==> src/rtl/clock_core_if.sv <==
// Button, level-control and time-display signals between the clock core and
// its neighbours (debouncers and tick divider upstream, display formatter downstream).
interface clock_core_if;
    logic       tick;
    logic       set;
    logic       left;
    logic       right;
    logic       up;
    logic       down;
    logic       summertime;
    logic       hr12;
    logic       alarm_en;
    logic [4:0] alarm_hr;
    logic [5:0] alarm_min;
    logic [5:0] sec;
    logic [5:0] min;
    logic [4:0] hr;
    logic       pm;
    logic       mode;
    logic [1:0] cursor;
    logic       alarm;

    modport master (
        output tick, set, left, right, up, down,
        output summertime, hr12, alarm_en, alarm_hr, alarm_min,
        input  sec, min, hr, pm, mode, cursor, alarm
    );

    modport slave (
        input  tick, set, left, right, up, down,
        input  summertime, hr12, alarm_en, alarm_hr, alarm_min,
        output sec, min, hr, pm, mode, cursor, alarm
    );
endinterface

==> src/rtl/clock_core.sv <==
// Seconds/minutes/hours timekeeping core with RUN/SET modes, cursor-driven
// field editing, 12/24-hour display, summertime offset and minute alarm.
//
// state  | meaning
// -------+---------------------------------------------------------------
// ST_RUN | ticks advance the time, edit buttons ignored
// ST_SET | tick count frozen, up/down edit the field under the cursor
module clock_core #(
    parameter int TICKS_PER_SEC = 1000,
    parameter int TICK_W        = 10
) (
    input  logic         clk,
    input  logic         rst,
    clock_core_if.slave  bus
);

    typedef enum logic {ST_RUN, ST_SET} state_t;

    localparam logic [1:0] CUR_SEC = 2'd0;
    localparam logic [1:0] CUR_MIN = 2'd1;
    localparam logic [1:0] CUR_HR  = 2'd2;

    localparam int              TICK_LAST_INT = TICKS_PER_SEC - 1;
    localparam logic [TICK_W-1:0] TICK_LAST   = TICK_LAST_INT[TICK_W-1:0];

    state_t            state_q, state_d;
    logic [TICK_W-1:0] tick_cnt_q, tick_cnt_d;
    logic [5:0]        sec_q, sec_d;
    logic [5:0]        min_q, min_d;
    logic [4:0]        hr_q, hr_d;
    logic [1:0]        cursor_q, cursor_d;
    logic              alarm_q, alarm_d;
    logic [4:0]        local_hr;

    function automatic logic [5:0] inc60(input logic [5:0] v);
        return (v == 6'd59) ? 6'd0 : v + 6'd1;
    endfunction

    function automatic logic [5:0] dec60(input logic [5:0] v);
        return (v == 6'd0) ? 6'd59 : v - 6'd1;
    endfunction

    function automatic logic [4:0] inc24(input logic [4:0] v);
        return (v == 5'd23) ? 5'd0 : v + 5'd1;
    endfunction

    function automatic logic [4:0] dec24(input logic [4:0] v);
        return (v == 5'd0) ? 5'd23 : v - 5'd1;
    endfunction

    function automatic logic [4:0] to_local(input logic [4:0] h, input logic st);
        return st ? inc24(h) : h;
    endfunction

    always_ff @(posedge clk or posedge rst) begin
        if (rst) begin
            state_q    <= ST_RUN;
            tick_cnt_q <= '0;
            sec_q      <= '0;
            min_q      <= '0;
            hr_q       <= '0;
            cursor_q   <= CUR_SEC;
            alarm_q    <= 1'b0;
        end else begin
            state_q    <= state_d;
            tick_cnt_q <= tick_cnt_d;
            sec_q      <= sec_d;
            min_q      <= min_d;
            hr_q       <= hr_d;
            cursor_q   <= cursor_d;
            alarm_q    <= alarm_d;
        end
    end

    always_comb begin
        state_d    = state_q;
        tick_cnt_d = tick_cnt_q;
        sec_d      = sec_q;
        min_d      = min_q;
        hr_d       = hr_q;
        cursor_d   = cursor_q;
        alarm_d    = 1'b0;
        case (state_q)
            ST_RUN: begin
                // i_set takes priority and swallows a coincident tick
                if (bus.set) begin
                    state_d  = ST_SET;
                    cursor_d = CUR_SEC;
                end else if (bus.tick) begin
                    if (tick_cnt_q == TICK_LAST) begin
                        tick_cnt_d = '0;
                        sec_d      = inc60(sec_q);
                        if (sec_q == 6'd59) begin
                            min_d = inc60(min_q);
                            if (min_q == 6'd59) hr_d = inc24(hr_q);
                        end
                        alarm_d = bus.alarm_en && (sec_d == 6'd0) &&
                                  (min_d == bus.alarm_min) &&
                                  (to_local(hr_d, bus.summertime) == bus.alarm_hr);
                    end else begin
                        tick_cnt_d = tick_cnt_q + TICK_W'(1);
                    end
                end
            end
            default: begin
                if (bus.set) begin
                    state_d    = ST_RUN;
                    tick_cnt_d = '0;
                end else begin
                    // edit happens at the old cursor, then the cursor moves
                    if (bus.up ^ bus.down) begin
                        case (cursor_q)
                            CUR_SEC: sec_d = bus.up ? inc60(sec_q) : dec60(sec_q);
                            CUR_MIN: min_d = bus.up ? inc60(min_q) : dec60(min_q);
                            default: hr_d  = bus.up ? inc24(hr_q)  : dec24(hr_q);
                        endcase
                    end
                    if (bus.left ^ bus.right) begin
                        if (bus.left)
                            cursor_d = (cursor_q == CUR_HR) ? CUR_SEC : cursor_q + 2'd1;
                        else
                            cursor_d = (cursor_q == CUR_SEC) ? CUR_HR : cursor_q - 2'd1;
                    end
                end
            end
        endcase
    end

    assign local_hr = to_local(hr_q, bus.summertime);

    always_comb begin
        bus.hr = local_hr;
        bus.pm = 1'b0;
        if (bus.hr12) begin
            bus.pm = (local_hr >= 5'd12);
            if (local_hr == 5'd0)
                bus.hr = 5'd12;
            else if (local_hr > 5'd12)
                bus.hr = local_hr - 5'd12;
        end
    end

    assign bus.sec    = sec_q;
    assign bus.min    = min_q;
    assign bus.mode   = (state_q == ST_SET);
    assign bus.cursor = cursor_q;
    assign bus.alarm  = alarm_q;

endmodule

==> src/flat_wrapper.sv <==
// flat-port wrapper written by rule: the top's interface ports become plain ports
module clock_core_flat 
#(
    parameter int TICKS_PER_SEC = 1000,
    parameter int TICK_W        = 10
)
  (clk, rst, bus_tick, bus_set, bus_left, bus_right, bus_up, bus_down, bus_summertime, bus_hr12, bus_alarm_en, bus_alarm_hr, bus_alarm_min, bus_sec, bus_min, bus_hr, bus_pm, bus_mode, bus_cursor, bus_alarm);
  clock_core_if bus_i ();
  input  logic clk;
  input  logic rst;
  input wire logic [$bits(bus_i.tick)-1:0] bus_tick;
  input wire logic [$bits(bus_i.set)-1:0] bus_set;
  input wire logic [$bits(bus_i.left)-1:0] bus_left;
  input wire logic [$bits(bus_i.right)-1:0] bus_right;
  input wire logic [$bits(bus_i.up)-1:0] bus_up;
  input wire logic [$bits(bus_i.down)-1:0] bus_down;
  input wire logic [$bits(bus_i.summertime)-1:0] bus_summertime;
  input wire logic [$bits(bus_i.hr12)-1:0] bus_hr12;
  input wire logic [$bits(bus_i.alarm_en)-1:0] bus_alarm_en;
  input wire logic [$bits(bus_i.alarm_hr)-1:0] bus_alarm_hr;
  input wire logic [$bits(bus_i.alarm_min)-1:0] bus_alarm_min;
  output wire logic [$bits(bus_i.sec)-1:0] bus_sec;
  output wire logic [$bits(bus_i.min)-1:0] bus_min;
  output wire logic [$bits(bus_i.hr)-1:0] bus_hr;
  output wire logic [$bits(bus_i.pm)-1:0] bus_pm;
  output wire logic [$bits(bus_i.mode)-1:0] bus_mode;
  output wire logic [$bits(bus_i.cursor)-1:0] bus_cursor;
  output wire logic [$bits(bus_i.alarm)-1:0] bus_alarm;
  assign bus_i.tick = bus_tick;
  assign bus_i.set = bus_set;
  assign bus_i.left = bus_left;
  assign bus_i.right = bus_right;
  assign bus_i.up = bus_up;
  assign bus_i.down = bus_down;
  assign bus_i.summertime = bus_summertime;
  assign bus_i.hr12 = bus_hr12;
  assign bus_i.alarm_en = bus_alarm_en;
  assign bus_i.alarm_hr = bus_alarm_hr;
  assign bus_i.alarm_min = bus_alarm_min;
  assign bus_sec = bus_i.sec;
  assign bus_min = bus_i.min;
  assign bus_hr = bus_i.hr;
  assign bus_pm = bus_i.pm;
  assign bus_mode = bus_i.mode;
  assign bus_cursor = bus_i.cursor;
  assign bus_alarm = bus_i.alarm;
  clock_core #(.TICKS_PER_SEC(TICKS_PER_SEC), .TICK_W(TICK_W)) u_core (.clk(clk), .rst(rst), .bus(bus_i));
endmodule
==> config.mk <==
export PLATFORM = sky130hd
export DESIGN_NAME = clock_core_flat
export DESIGN_NICKNAME = d
export VERILOG_FILES = /design/src/rtl/clock_core_if.sv /design/src/rtl/clock_core.sv /design/src/flat_wrapper.sv
export SDC_FILE = /design/constraint.sdc
export NUM_CORES = 1
export LEC_CHECK = 0
export BUFFER_PORTS_ARGS = -buffer_cell sky130_fd_sc_hd__clkbuf_2
export CORE_AREA = 2 2 88 90
export DETAILED_ROUTE_END_ITERATION = 16
export DIE_AREA = 0 0 90 92
export PLACE_DENSITY_LB_ADDON = 0.08
export SKIP_LAST_GASP = 1
export SLEW_MARGIN = 40
export SYNTH_ARGS = -nofsm -noshare
export SYNTH_HDL_FRONTEND = slang
export SYNTH_SLANG_ARGS = --single-unit
==> constraint.sdc <==
create_clock -name clk -period 3 [get_ports clk]
set_clock_uncertainty 0.05 [all_clocks]
set_input_delay 0.3 -clock clk [delete_from_list [all_inputs] [get_ports clk]]
set_output_delay 0.3 -clock clk [all_outputs]
set_load 0.05 [all_outputs]
Word level (Yosys, flattened, before mapping)
Index checks and enable logic that the tools add are counted.
{"block": "classes", "order_cmp": 2, "n_eq_ne": 16, "muxes": 67, "add_sub_neg": 11, "n_reduce_logical": 20, "bitwise": 3}
{"operator": "2-to-1 mux 6 bit", "count": 25}
{"operator": "2-to-1 mux 5 bit", "count": 22}
{"operator": "2-to-1 mux 10 bit", "count": 5}
{"operator": "zero test 6 bit", "count": 3}
{"operator": "AND reduction 5 bit", "count": 3}
{"operator": "2-to-1 mux 2 bit", "count": 7}
{"operator": "adder 6 x 1 -> 6 bit, second input constant", "count": 2}
{"operator": "equality test 6 bit, second input constant", "count": 2}
{"operator": "inequality test 2 bit, second input constant", "count": 6}
{"operator": "subtractor 6 x 1 -> 6 bit, second input constant", "count": 2}
{"operator": "adder 10 x 1 -> 10 bit, second input constant", "count": 1}
{"operator": "adder 5 x 1 -> 5 bit, second input constant", "count": 2}
{"operator": "equality test 10 bit, second input constant", "count": 1}
{"operator": "equality test 5 bit, second input constant", "count": 2}
{"operator": "zero test 5 bit", "count": 2}
{"operator": "nonzero test 2 bit", "count": 5}
{"operator": "2-to-1 mux 1 bit", "count": 8}
{"operator": "equality test 6 bit", "count": 1}
{"operator": "AND reduction 3 bit", "count": 2}
{"operator": "equality test 5 bit", "count": 1}
{"operator": "greater-or-equal comparator 5 x 4 -> 1 bit, second input constant", "count": 1}
{"operator": "greater-than comparator 5 x 4 -> 1 bit, second input constant", "count": 1}
{"operator": "subtractor 5 x 1 -> 5 bit, second input constant", "count": 1}
{"operator": "subtractor 5 x 4 -> 5 bit, second input constant", "count": 1}
{"operator": "10 further kinds", "count": 13}
{"block": "totals", "inputBits": 22, "elab_cells": 126, "out_inout_bits": 22, "reg_bits": 31}

Depth between registers and ports, before layout
Gate-level depths: netlist of run 1.
{"block": "depth", "depth_word": 17, "depth_mapped": 10, "ltp_nobuf": 10}

Worst setup path before layout of run 1
Ideal clock, no wire load.
{"block": "synth_path", "path_kind": "register -> register", "start": "register u_core.sec_q[1], in the netlist u_core.bus.sec[1]", "end": "register u_core.alarm_q, in the netlist u_core.bus.alarm", "path_slack_ns": -0.275, "stages_incl_launch_ff": 10, "path_buffers": 0, "synth_period_minus_slack_ns": 3.275, "required_ns": 2.851, "setup_ns": 0.099, "arrival_ns": 3.126, "cell_sequence": "dfrtp_1 -> ha_1 -> and4_1 -> nand2_1 -> nand2_1 -> a21oi_1 -> or4_1 -> a2111o_1 -> or4b_1 -> a311oi_1"}
{"block": "synth_between", "elab_chain_cells": 15, "word_cells_on_any_way": 27, "classes_between": "2 x add/sub; 4 x eq/ne; 17 x mux; 4 x reduce/logical"}
{"item": "start: declaration", "line": "clock_core.sv:28", "source": "logic [5:0] sec_q, sec_d;"}
{"item": "start signal: assignment", "line": "clock_core.sv:59", "source": "sec_q <= '0;"}
{"item": "start signal: assignment", "line": "clock_core.sv:67", "source": "sec_q <= sec_d;"}
{"item": "equality test 6 bit", "line": "clock_core.sv:36, clock_core.sv:93"}
{"item": "2-to-1 mux 5 bit", "line": "clock_core.sv:93", "source": "if (sec_q == 6'd59) begin"}
{"item": "2-to-1 mux 5 bit", "line": "clock_core.sv:90", "source": "if (tick_cnt_q == TICK_LAST) begin"}
{"item": "2-to-1 mux 5 bit", "line": "clock_core.sv:89", "source": "end else if (bus.tick) begin"}
{"item": "2-to-1 mux 5 bit", "line": "clock_core.sv:86", "source": "if (bus.set) begin"}
{"item": "2-to-1 mux 5 bit", "line": "clock_core.sv:83", "source": "case (state_q)"}
{"item": "adder 5 x 1 -> 5 bit / equality test 5 bit (equally long branches)", "line": "clock_core.sv:44", "source": "return (v == 5'd23) ? 5'd0 : v + 5'd1;"}
{"item": "2-to-1 mux 5 bit", "line": "clock_core.sv:44"}
{"item": "2-to-1 mux 5 bit", "line": "clock_core.sv:52", "source": "return st ? inc24(h) : h;"}
{"item": "equality test 5 bit", "line": "clock_core.sv:99", "source": "(to_local(hr_d, bus.summertime) == bus.alarm_hr);"}
{"item": "logical AND 1 bit *", "line": "clock_core.sv:98", "source": "(min_d == bus.alarm_min) &&"}
{"item": "2-to-1 mux 1 bit *", "line": "clock_core.sv:90"}
{"item": "2-to-1 mux 1 bit *", "line": "clock_core.sv:89"}
{"item": "2-to-1 mux 1 bit *", "line": "clock_core.sv:86"}
{"item": "2-to-1 mux 1 bit *", "line": "clock_core.sv:83"}
{"item": "net u_core.alarm_d", "line": "clock_core.sv:32", "source": "logic alarm_q, alarm_d;"}
{"item": "end signal: assignment", "line": "clock_core.sv:71", "source": "alarm_q <= alarm_d;"}
{"item": "end: declaration", "line": "clock_core.sv:32"}
The timed path passes the listed nets; every way through them passes the cells marked *. The select of a mux whose other input is x is not followed.
A chain may end at the register's enable or synchronous reset.

Worst setup path in the final report of run 1
{"block": "layout_path", "start": "register u_core.sec_q[0], in the netlist u_core.bus.sec[0]", "end": "register u_core.alarm_q, in the netlist u_core.bus.alarm"}
The elaborated chain is that of the path after synthesis.

==> results of run 1 <==
[final cells by class]
class / count / share of cell area (%)
Multi-Input combinational cell: 329 / 56.27
Sequential cell: 31 / 20.56
Timing Repair Buffer: 91 / 15.25
Tap cell: 102 / 3.339
Inverter: 23 / 2.259
Clock buffer: 5 / 1.800
Clock inverter: 3 / 0.5237
[synthesized netlist by cell type, drive strengths merged (2+ instances only)]
master	n	area [um2]
nor3b	2	15.01
nand4b	2	17.52
inv	23	86.33
o22ai	3	18.77
xor2	14	122.6
o21a	2	15.01
dfrtp	31	775.7
clkbuf	20	75.07
a22o	10	87.58
and4	3	26.28
xnor2	16	140.1
o21ai	36	180.2
nor2	34	127.6
nand4	6	37.54
buf	7	32.53
nand3	18	90.09
nand3b	2	15.01
a21oi	35	175.2
nor2b	3	18.77
a21boi	3	22.52
mux2	4	45.04
and2	4	25.02
mux2i	9	90.09
nand2b	3	18.77
nor4	2	12.51
ha	16	200.2
and3	3	18.77
a211oi	3	22.52
nor3	16	80.08
nand2	49	183.9
a31oi	4	25.02
o311ai	2	17.52
a311oi	3	26.28
or3	3	18.77
o211ai	3	22.52
[per-layer routing]
metal / up-vias / GRT usage (%) / wire, um
li1: 1608 / - / -
met4: 0 / 5.385 / 57
met5: - / 0 / 0
met2: 55 / 33.77 / 4091
met3: 4 / 3.205 / 285
met1: 1506 / 28.12 / 4018
[through the flow]
step	setup WS [ns]	hold slack (ns)
after floorplan	-0.06142	0.3371
after global placement	0.08158	0.3933
after detailed placement	0.04747	0.4178
after CTS	0.01771	0.09755
after global routing	-0.007311	0.1637
final	0.1238	0.1625
[critical path: stages (launching register included)]
cell	delay [ns]
dfrtp_2	0.43
ha_4	0.16
and4_4	0.18
buf_4	0.15
a21oi_2	0.12
a21oi_1	0.06
xnor2_1	0.12
or4_4	0.52
a2111o_1	0.29
or4b_1	0.46
a311oi_1	0.24
[sequential cells by signal, summed over array words and instances, names as in the netlist]
name,cells
u_core.bus.alarm,1
u_core.bus.cursor,2
u_core.bus.min,6
u_core.bus.mode,1
u_core.bus.sec,6
u_core.hr_q,5
u_core.tick_cnt_q,10
[cells by family after synthesis]
family                     after synthesis
and+or+nand+nor                        155
AOI/OAI and AO/OA                      115
buffers and inverters                   50
DFF                                     31
xor gates and xnor gates                30
adders and majority gates               16
muxes                                   13
[cells in the final DEF, fill, tap and decap left out, types with 12 or more instances in the layout]
| cell type | instances |
|---|---|
| a21oi_1 | 31 |
| buf_4 | 49 |
| clkbuf_2 | 41 |
| dfrtp_1 | 23 |
| ha_1 | 12 |
| inv_1 | 18 |
| nand2_1 | 48 |
| nand3_1 | 18 |
| nor2_1 | 34 |
| nor3_1 | 16 |
| o21ai_0 | 31 |
| xnor2_1 | 16 |
| xor2_1 | 14 |
[what timing repair did]
item | 4_1_cts | 5_1_grt
cloned | 0 | 0
hold buffers | 0 | 1
endpoints found under the hold margin | 0 | 8
buffers inserted | 0 | 4
pin swaps | 0 | 7
endpoints found under the setup margin | 2 | 4
gates resized for setup | 1 | 23
[power breakdown]
group / switching (uW) / leakage [uW] / internal (uW) / total, uW
Combinational: 1820 / 0.00127 / 1060 / 2880
Sequential: 170 / 0.000387 / 575 / 745
Clock: 175 / 0.0000402 / 161 / 337
Total: 2160 / 0.00169 / 1800 / 3960
[path summary, 6_finish.rpt]
path                                                       start                               end  slack (ns)  depth (start not counted)
worst max-delay path               u_core.bus.sec[0]$_DFFE_PP0P_        u_core.bus.alarm$_DFF_PP0_        0.12                         10
worst min-delay path                             bus_alarm_hr[4]        u_core.bus.alarm$_DFF_PP0_        0.16                          2
worst max register to register     u_core.bus.sec[0]$_DFFE_PP0P_        u_core.bus.alarm$_DFF_PP0_        0.12                         10
worst min register to register  u_core.tick_cnt_q[7]$_DFFE_PP0P_  u_core.tick_cnt_q[7]$_DFFE_PP0P_        0.51                          2
max in group asynchronous                                    rst     u_core.bus.sec[1]$_DFFE_PP0P_        1.86                          4
min in group asynchronous                                    rst     u_core.bus.sec[3]$_DFFE_PP0P_        0.51                          3
==> metrics.cfg, run 1 <==
[timing]
min_period_ns=2.876
finalMaxSlewViolations=0
setup_viol=0
fmax_ghz=0.3477
tns_ns=0
rsz0062_at_grt=yes
finalCritPeriodShare_pct=95.87
slew_headroom_pct=53.54
timing.final.hold_violations=0
worst_slew_pin_slew_ns=0.6927

[global_route]
antenna_found_initial=0
grt_pass1_vias=2915
grt_first_pass_wirelength_um=13970
grtUsageTotal_pct=20.50
globalRouteOverflowTotal=0
grt_max_degree=43

[route]
drt_wl_total_um=8452
route.detailed.drc=0
route.detailed.wl_per_inst_um=14.47
via_per_inst=5.433
num_vias=3173
drtIter0Drc=137
detail-route-antenna-nets=0
drt_pass1_iterations=4

[place]
gp_congestion=0.8840
io_buffers=43
placed_cell_area_um2=3616
dpl.cell_count=571
dp.final_hpwl_um=6223

[die]
io_pins=44
die_width_um=90
fp.dieArea_um2=8280
start_util_pct=40.73
die_h_um=92
fp-row-count=32
core_um2=7447

[clock_network]
tritoncts=done
cts-root-buf=clkbuf_8
cts_num_sinks=31
cts_max_path_buffers=2
cts_buffers=5
cts_max_level=2
clock_latency_ns=0.29
clk_pin_slew_ns=0.07

[cells_and_area]
seq_area_um2=785.8
antennaDiodeCount=0
final_cell_area_um2=3822
postLayoutCoreUtil_pct=51.33
multi_input_area_um2=2151
fillCellCount=778
final_nets=519
layout.cells.non_filler=584
drive_above_1_share_pct=27.18
area_delta_synth_final_pct=26.03

[status]
status=finished, final reports clean

[logic_synthesis]
synth-edff-count=0
ys_seq_elements=31
synth-compound-area-share_pct=23.64
muxShareOfSynthArea_pct=4.455
synth_xor_area_share_pct=8.663
ys_async_sr_fraction_pct=100.0
synth-main-ff-cell=dfrtp_1
synthAdderAreaFrac_pct=6.601
synthCells=410
ys_types=56
synthesis.nets=448
synth_top_family_by_area=simple AND/OR/NAND/NOR gates
syn_area_per_cell_um2=7.397
ys_seq_area_share_pct=25.58
synthSimpleGateAreaFrac_pct=24.67
yosysWarningCount=0
syn-cell-area_um2=3033

[worst_hold_path]
min_path_type=in2reg

[worst_setup_path]
start_kind=flip-flop
required_ns=3.14
worstSetupPathType=reg2reg
cp_max_fo=4
crit_path_end_kind=flip-flop
arrival_ns=3.02

[run]
maxCapViolCount=0

[power]
ir_worst_vdd_mv=0.4986
power.total_uw=3960
p_leak_uw=0.001694
p_per_area_nw_per_um2=1036

Power figures use the tool's default switching activity.
==> run 2, diff against run 1 <==
==> constraint.sdc (replaced) <==
create_clock -name clk -period 3.7 [get_ports clk]
set_clock_uncertainty 0.05 [all_clocks]
set_input_delay 0.37 -clock clk [delete_from_list [all_inputs] [get_ports clk]]
set_output_delay 0.37 -clock clk [all_outputs]
set_load 0.05 [all_outputs]
==> metrics.cfg, run 2 (synthesis results as in run 1) <==
[die]
die_h_um=92  ; unchanged
fp-row-count=32  ; unchanged
core_um2=7447  ; unchanged
die_width_um=90  ; unchanged
io_pins=44  ; unchanged
start_util_pct=40.73  ; unchanged
fp.dieArea_um2=8280  ; unchanged

[worst_setup_path]
crit_chain=ha_1 > and4_1 > nand2_1 > a21oi_1 > a311oi_1 > or4_1 > a2111o_1 > or4b_1 > a311oi_1  ; was ha_4 > and4_4 > buf_4 > a21oi_2 > a21oi_1 > xnor2_1 > or4_4 > a2111o_1 > or4b_1 > a311oi_1
crit_path_top_delay_cell=or4_1  ; was or4_4
worstSetupPathType=reg2reg  ; unchanged
reg2reg_to=u_core.bus.alarm$_DFF_PP0_  ; unchanged
r2r_cells=9  ; was 10
crit_family=simple AND/OR/NAND/NOR gates  ; unchanged
arrival_ns=3.54  ; was 3.02 ns
cp_common_cell=a311oi_1
worst-path-buf-inv=0  ; was 1
endpoint=u_core.bus.alarm$_DFF_PP0_  ; unchanged
cp_num_cells=9  ; was 10
crit_path_end_kind=flip-flop  ; unchanged
start_kind=flip-flop  ; unchanged
startpoint=u_core.bus.sec[1]$_DFFE_PP0P_  ; was u_core.bus.sec[0]$_DFFE_PP0P_
required_ns=3.85  ; was 3.14 ns
cp_max_fo=10  ; was 4
r2r_start=u_core.bus.sec[1]$_DFFE_PP0P_  ; was u_core.bus.sec[0]$_DFFE_PP0P_
critPathMaxStageDelay_ns=0.53  ; was 0.52 ns
r2r_slack_ns=0.31  ; was 0.12 ns

[cells_and_area]
largest_register=u_core.tick_cnt_q  ; unchanged
final_cell_mix=49 x nand2_1, 43 x clkbuf_2, 35 x a21oi_1  ; was 49 x buf_4, 48 x nand2_1, 41 x clkbuf_2
largest_reg_flops=10  ; unchanged
final_nets=485  ; was 519
antennaDiodeCount=0  ; unchanged
postLayoutCoreUtil_pct=46.81  ; was 51.33%
fillCellCount=807  ; was 778
drive_above_1_share_pct=16.74  ; was 27.18%
area_delta_synth_final_pct=14.93  ; was 26.03%
layout_commonest_cell=nand2_1  ; was buf_4

[power]
p_leak_uw=0.001553  ; was 0.001694 uW
p_per_area_nw_per_um2=861.8  ; was 1036 nW/um2
seqPwrFrac_pct=22.4  ; was 18.8%
p_clk_share_pct=11.7  ; was 8.5%
p_sw_uw=1668  ; was 2162 uW
power.total_uw=3004  ; was 3960 uW
p_int_uw=1336  ; was 1798 uW
ir_worst_vdd_mv=0.3230  ; was 0.4986 mV
combPwrFrac_pct=65.8  ; was 72.7%
switching_share_pct=55.52  ; was 54.60%

[worst_hold_path]
min_path_type=in2async  ; was in2reg

[route]
route.detailed.drc=0  ; unchanged
detail-route-antenna-nets=0  ; unchanged
via_per_inst=5.464  ; was 5.433
route.detailed.wl_per_inst_um=14.28  ; was 14.47 um
drt_wl_total_um=7855  ; was 8452 um
drt_pass1_iterations=4  ; unchanged
num_vias=3005  ; was 3,173
drtIter0Drc=111  ; was 137

[timing]
min_period_ns=3.390  ; was 2.876 ns
fmax_ghz=0.2950  ; was 0.3477 GHz
worst_slew_pin_slew_ns=0.5477  ; was 0.6927 ns
timing.final.hold_violations=0  ; unchanged
finalMaxSlewViolations=0  ; unchanged
finalCritPeriodShare_pct=91.63  ; was 95.87%
fin_ws_ns=0.3097  ; was 0.1238 ns
setup_viol=0  ; unchanged
slew_headroom_pct=63.10  ; was 53.54%
holdWs_ns=0.08846  ; was 0.1625 ns
tns_ns=0  ; unchanged
rsz0062_at_grt=no  ; was yes

[place]
post-place-ws_ns=0.3822  ; was 0.04747 ns
gp_congestion=0.8440  ; was 0.8840
dp.final_hpwl_um=5791  ; was 6223 um
io_buffers=43  ; unchanged

[clock_network]
post_cts_resized=0  ; was 1
clock_latency_ns=0.29  ; about the same
cts_hold_buf=0  ; unchanged
cts-root-buf=clkbuf_8  ; unchanged
cts_max_path_buffers=2  ; unchanged
clk_pin_slew_ns=0.08  ; was 0.07 ns
cts_num_sinks=31  ; unchanged
cts_max_level=2  ; unchanged
cts_setup_buffers=0  ; unchanged
tritoncts=done  ; unchanged
cts_buffers=5  ; unchanged

[global_route]
globalRouteOverflowTotal=0  ; unchanged
antenna_found_initial=0  ; unchanged
grt_first_pass_wirelength_um=13220  ; was 13,970 um
grt_max_degree=43  ; unchanged
grtUsageTotal_pct=19.22  ; was 20.50%
grt_pass1_vias=2768  ; was 2,915

[run]
maxCapViolCount=0  ; unchanged

[status]
status=finished, final reports clean  ; unchanged

run 2: cell count changes in the layout (fill, tap and decap cells not counted), sizes merged:
cell,change
clkinvlp,-2
inv,+1
bufinv,+1
dlygate4sd3,-1
buf,-35
clkbuf,+2
run 2: area by class of cell:
cell class                 count  area [um2]  share of cell area (%)
clock buffer                   5       68.82                   1.974
clock inverter                 3       43.79                   1.256
inverter                      23       86.33                   2.477
multi-input combinational    329        2063                   59.19
sequential                    31       775.7                   22.25
tap                          102       127.6                   3.661
timing repair buffer          57       320.3                   9.189
run 2: worst min path at each step:
stage                                       end  slack (ns)  depth (start not counted)
6_report       u_core.tick_cnt_q[5]$_DFFE_PP0P_        0.09                          3
5_1_grt        u_core.tick_cnt_q[3]$_DFFE_PP0P_        0.11                          3
4_1_cts        u_core.tick_cnt_q[2]$_DFFE_PP0P_         0.1                          3
3_5_place_dp   u_core.tick_cnt_q[3]$_DFFE_PP0P_        0.42                          3
3_3_place_gp   u_core.tick_cnt_q[3]$_DFFE_PP0P_        0.42                          3
2_1_floorplan         u_core.bus.mode$_DFF_PP0_        0.41                          1
run 2: power by group through the flow:
stage	Sequential, uW	Combinational, uW	Clock [uW]
final	674	1980	352
after floorplan	844	1360	0
after global routing	705	2180	381
after global placement	676	1970	0
after CTS	673	1980	368
after detailed placement	677	1970	0
run 2: metal layers:
layer | up-vias | global-route usage, % | wire length [um] | share of wire, %
li1 | 1537 | - | - | -
met1 | 1399 | 26.75 | 3808 | 48
met4 | 0 | 4.103 | 59 | 0.75
met2 | 61 | 31.39 | 3648 | 46
met5 | - | 0 | 0 | 0
met3 | 8 | 3.369 | 338 | 4.3
run 2: metrics by stage:
stage / cell area (um2) / cells
final: 3486 / 550
after global routing: 3486 / 550
after CTS: 3486 / 550
after detailed placement: 3373 / 542
after global placement: 3373 / 542
after floorplan: 3033 / 410
run 2: tightest hold or removal path: stages:
cell and delay (ns):
clkbuf_2 0.08, inv_1 0.04, buf_4 0.37
==> run 3, diff against run 2 <==
==> constraint.sdc (replaced) <==
create_clock -name clk -period 3.7 [get_ports clk]
set_clock_uncertainty 0.05 [all_clocks]
set_input_delay 0.555 -clock clk [delete_from_list [all_inputs] [get_ports clk]]
set_output_delay 0.555 -clock clk [all_outputs]
set_load 0.05 [all_outputs]
==> metrics.cfg, run 3 (synthesis results as in run 1) <==
[clock_network]
cts_setup_buffers=0  ; unchanged
cts_max_level=2  ; unchanged
cts_max_path_buffers=2  ; unchanged
clock_latency_ns=0.29  ; about the same
cts_buffers=5  ; unchanged
tritoncts=done  ; unchanged
clk_pin_slew_ns=0.08  ; about the same
cts-root-buf=clkbuf_8  ; unchanged
cts_num_sinks=31  ; unchanged

[worst_setup_path]
startpoint=u_core.hr_q[0]$_DFFE_PP0P_  ; was u_core.bus.sec[1]$_DFFE_PP0P_
worstSetupPathType=reg2out  ; was reg2reg
start_kind=flip-flop  ; unchanged
worst-path-buf-inv=1  ; was 0
crit_family=multiplexers  ; was simple AND/OR/NAND/NOR gates
critPathMaxStageDelay_ns=0.53  ; about the same
arrival_ns=2.86  ; was 3.54 ns
crit_chain=ha_2 > a21oi_1 > mux2_2 > mux2_2 > ha_1 > nand2_1 > o311ai_1 > nand2_1 > o21ai_0 > nand2_1 > clkbuf_2  ; was ha_1 > and4_1 > nand2_1 > a21oi_1 > a311oi_1 > or4_1 > a2111o_1 > or4b_1 > a311oi_1
crit_path_top_delay_cell=dfrtp_1  ; was or4_1
cp_max_fo=10  ; unchanged
crit_path_end_kind=output port  ; was flip-flop
r2r_slack_ns=0.33  ; was 0.31 ns
cp_common_cell=nand2_1  ; was a311oi_1
required_ns=3.09  ; was 3.85 ns
r2r_start=u_core.bus.sec[1]$_DFFE_PP0P_  ; unchanged

[power]
p_sw_uw=1675  ; was 1668 uW
p_leak_uw=0.001539  ; was 0.001553 uW
seqPwrFrac_pct=23.4  ; was 22.4%
ir_worst_vdd_mv=0.3405  ; was 0.3230 mV
p_int_uw=1325  ; was 1336 uW
p_clk_share_pct=11.7  ; about the same
p_per_area_nw_per_um2=863.7  ; was 861.8 nW/um2
combPwrFrac_pct=64.9  ; was 65.8%
switching_share_pct=55.84  ; was 55.52%

[status]
status=finished, final reports clean  ; unchanged

[cells_and_area]
largest_register=u_core.tick_cnt_q  ; unchanged
layout.cells.non_filler=548  ; was 550
final_cell_mix=49 x nand2_1, 43 x clkbuf_2, 35 x a21oi_1  ; unchanged
layout_commonest_cell=nand2_1  ; unchanged
drive_above_1_share_pct=16.82  ; was 16.74%
fillCellCount=799  ; was 807
multi_input_area_um2=2066  ; was 2063 um2
antennaDiodeCount=0  ; unchanged
area_delta_synth_final_pct=14.52  ; was 14.93%
final_nets=483  ; was 485
largest_reg_flops=10  ; unchanged
seq_area_um2=775.7  ; unchanged

[route]
drtIter0Drc=149  ; was 111
via_per_inst=5.544  ; was 5.464
detail-route-antenna-nets=0  ; unchanged
drt_pass1_iterations=5  ; was 4
num_vias=3038  ; was 3,005
drt_wl_total_um=7967  ; was 7855 um
route.detailed.wl_per_inst_um=14.54  ; was 14.28 um
route.detailed.drc=0  ; unchanged

[timing]
finalCritPeriodShare_pct=93.70  ; was 91.63%
timing.final.hold_violations=0  ; unchanged
fmax_ghz=0.2885  ; was 0.2950 GHz
slew_headroom_pct=65.91  ; was 63.10%
finalMaxSlewViolations=0  ; unchanged
rsz0062_at_grt=no  ; unchanged
tns_ns=0  ; unchanged
min_period_ns=3.467  ; was 3.390 ns
setup_viol=0  ; unchanged
worst_slew_pin_slew_ns=0.5061  ; was 0.5477 ns

[die]
die_width_um=90  ; unchanged
io_pins=44  ; unchanged
fp-row-count=32  ; unchanged
fp.dieArea_um2=8280  ; unchanged
core_um2=7447  ; unchanged
start_util_pct=40.73  ; unchanged
die_h_um=92  ; unchanged

[run]
maxCapViolCount=0  ; unchanged

[global_route]
globalRouteOverflowTotal=0  ; unchanged
grtUsageTotal_pct=19.67  ; was 19.22%
grt_max_degree=43  ; unchanged
antenna_found_initial=0  ; unchanged
grt_first_pass_wirelength_um=13590  ; was 13,220 um
grt_pass1_vias=2883  ; was 2,768

[place]
dpl.cell_count=540  ; was 542
gp_congestion=0.8478  ; was 0.8440
io_buffers=43  ; unchanged
dp.final_hpwl_um=5826  ; was 5791 um

[worst_hold_path]
min_path_type=in2async  ; unchanged

-- run 3: cell types whose count changed in the layout (fill, tap and decap cells not counted) --
cell,previous run,this run
ha_2,0,1
inv_2,4,5
buf_4,14,12
inv_1,19,18
ha_1,16,15
-- run 3: area by class of cell --
cell class,count,share of cell area (%)
clock inverters,3,1.261
clock buffers,5,1.981
flip-flops and latches,31,22.33
multi-input cells,329,59.47
well taps,102,3.674
repair buffers,55,8.790
inverters,23,2.486
-- run 3: per-stage QoR --
step,utilization [%],instance area [um2],setup slack (ns),hold WS (ns),power (uW)
final,46.64,3473,0.2332,0.2004,3000
after CTS,46.61,3471,0.1677,0.2189,3006
after global placement,45.09,3358,0.4734,0.4733,2635
after detailed placement,45.09,3358,0.3381,0.4815,2638
after global routing,46.64,3473,0.06759,0.2618,3255
after floorplan,-,3033,0.2611,0.4542,2201
-- run 3: path summary, 6_finish.rpt --
kind	to	depth (start not counted)
min in group clk	u_core.bus.alarm$_DFF_PP0_	2
worst max-delay path	bus_hr[3]	11
max in group asynchronous	u_core.hr_q[3]$_DFFE_PP0P_	3
worst max register to register	u_core.bus.alarm$_DFF_PP0_	9
worst min register to register	u_core.tick_cnt_q[9]$_DFFE_PP0P_	2
worst min-delay path	u_core.tick_cnt_q[3]$_DFFE_PP0P_	2
-- run 3: power groups by stage --
| stage | combinational (uW) | clock (uW) | sequential, uW |
|---|---|---|---|
| after CTS | 1950 | 364 | 696 |
| final | 1950 | 352 | 701 |
| after detailed placement | 1940 | 0 | 702 |
| after floorplan | 1360 | 0 | 844 |
| after global placement | 1940 | 0 | 700 |
| after global routing | 2150 | 375 | 733 |
-- run 3: what timing repair did --
action / CTS / global route
endpoints found under the setup margin: 0 / 1
hold endpoints to repair: 0 / 0
resized for setup: 0 / 1
hold buffers: 0 / 0
-- run 3: layer usage --
metal  GRT usage [%]  part of all wire, %  vias up
met2           32.46                   47       71
met4           6.026                  1.4        0
met3           3.287                  3.5       10
li1                -                    -     1529
met1           26.46                   48     1428
met5               0                    0        -
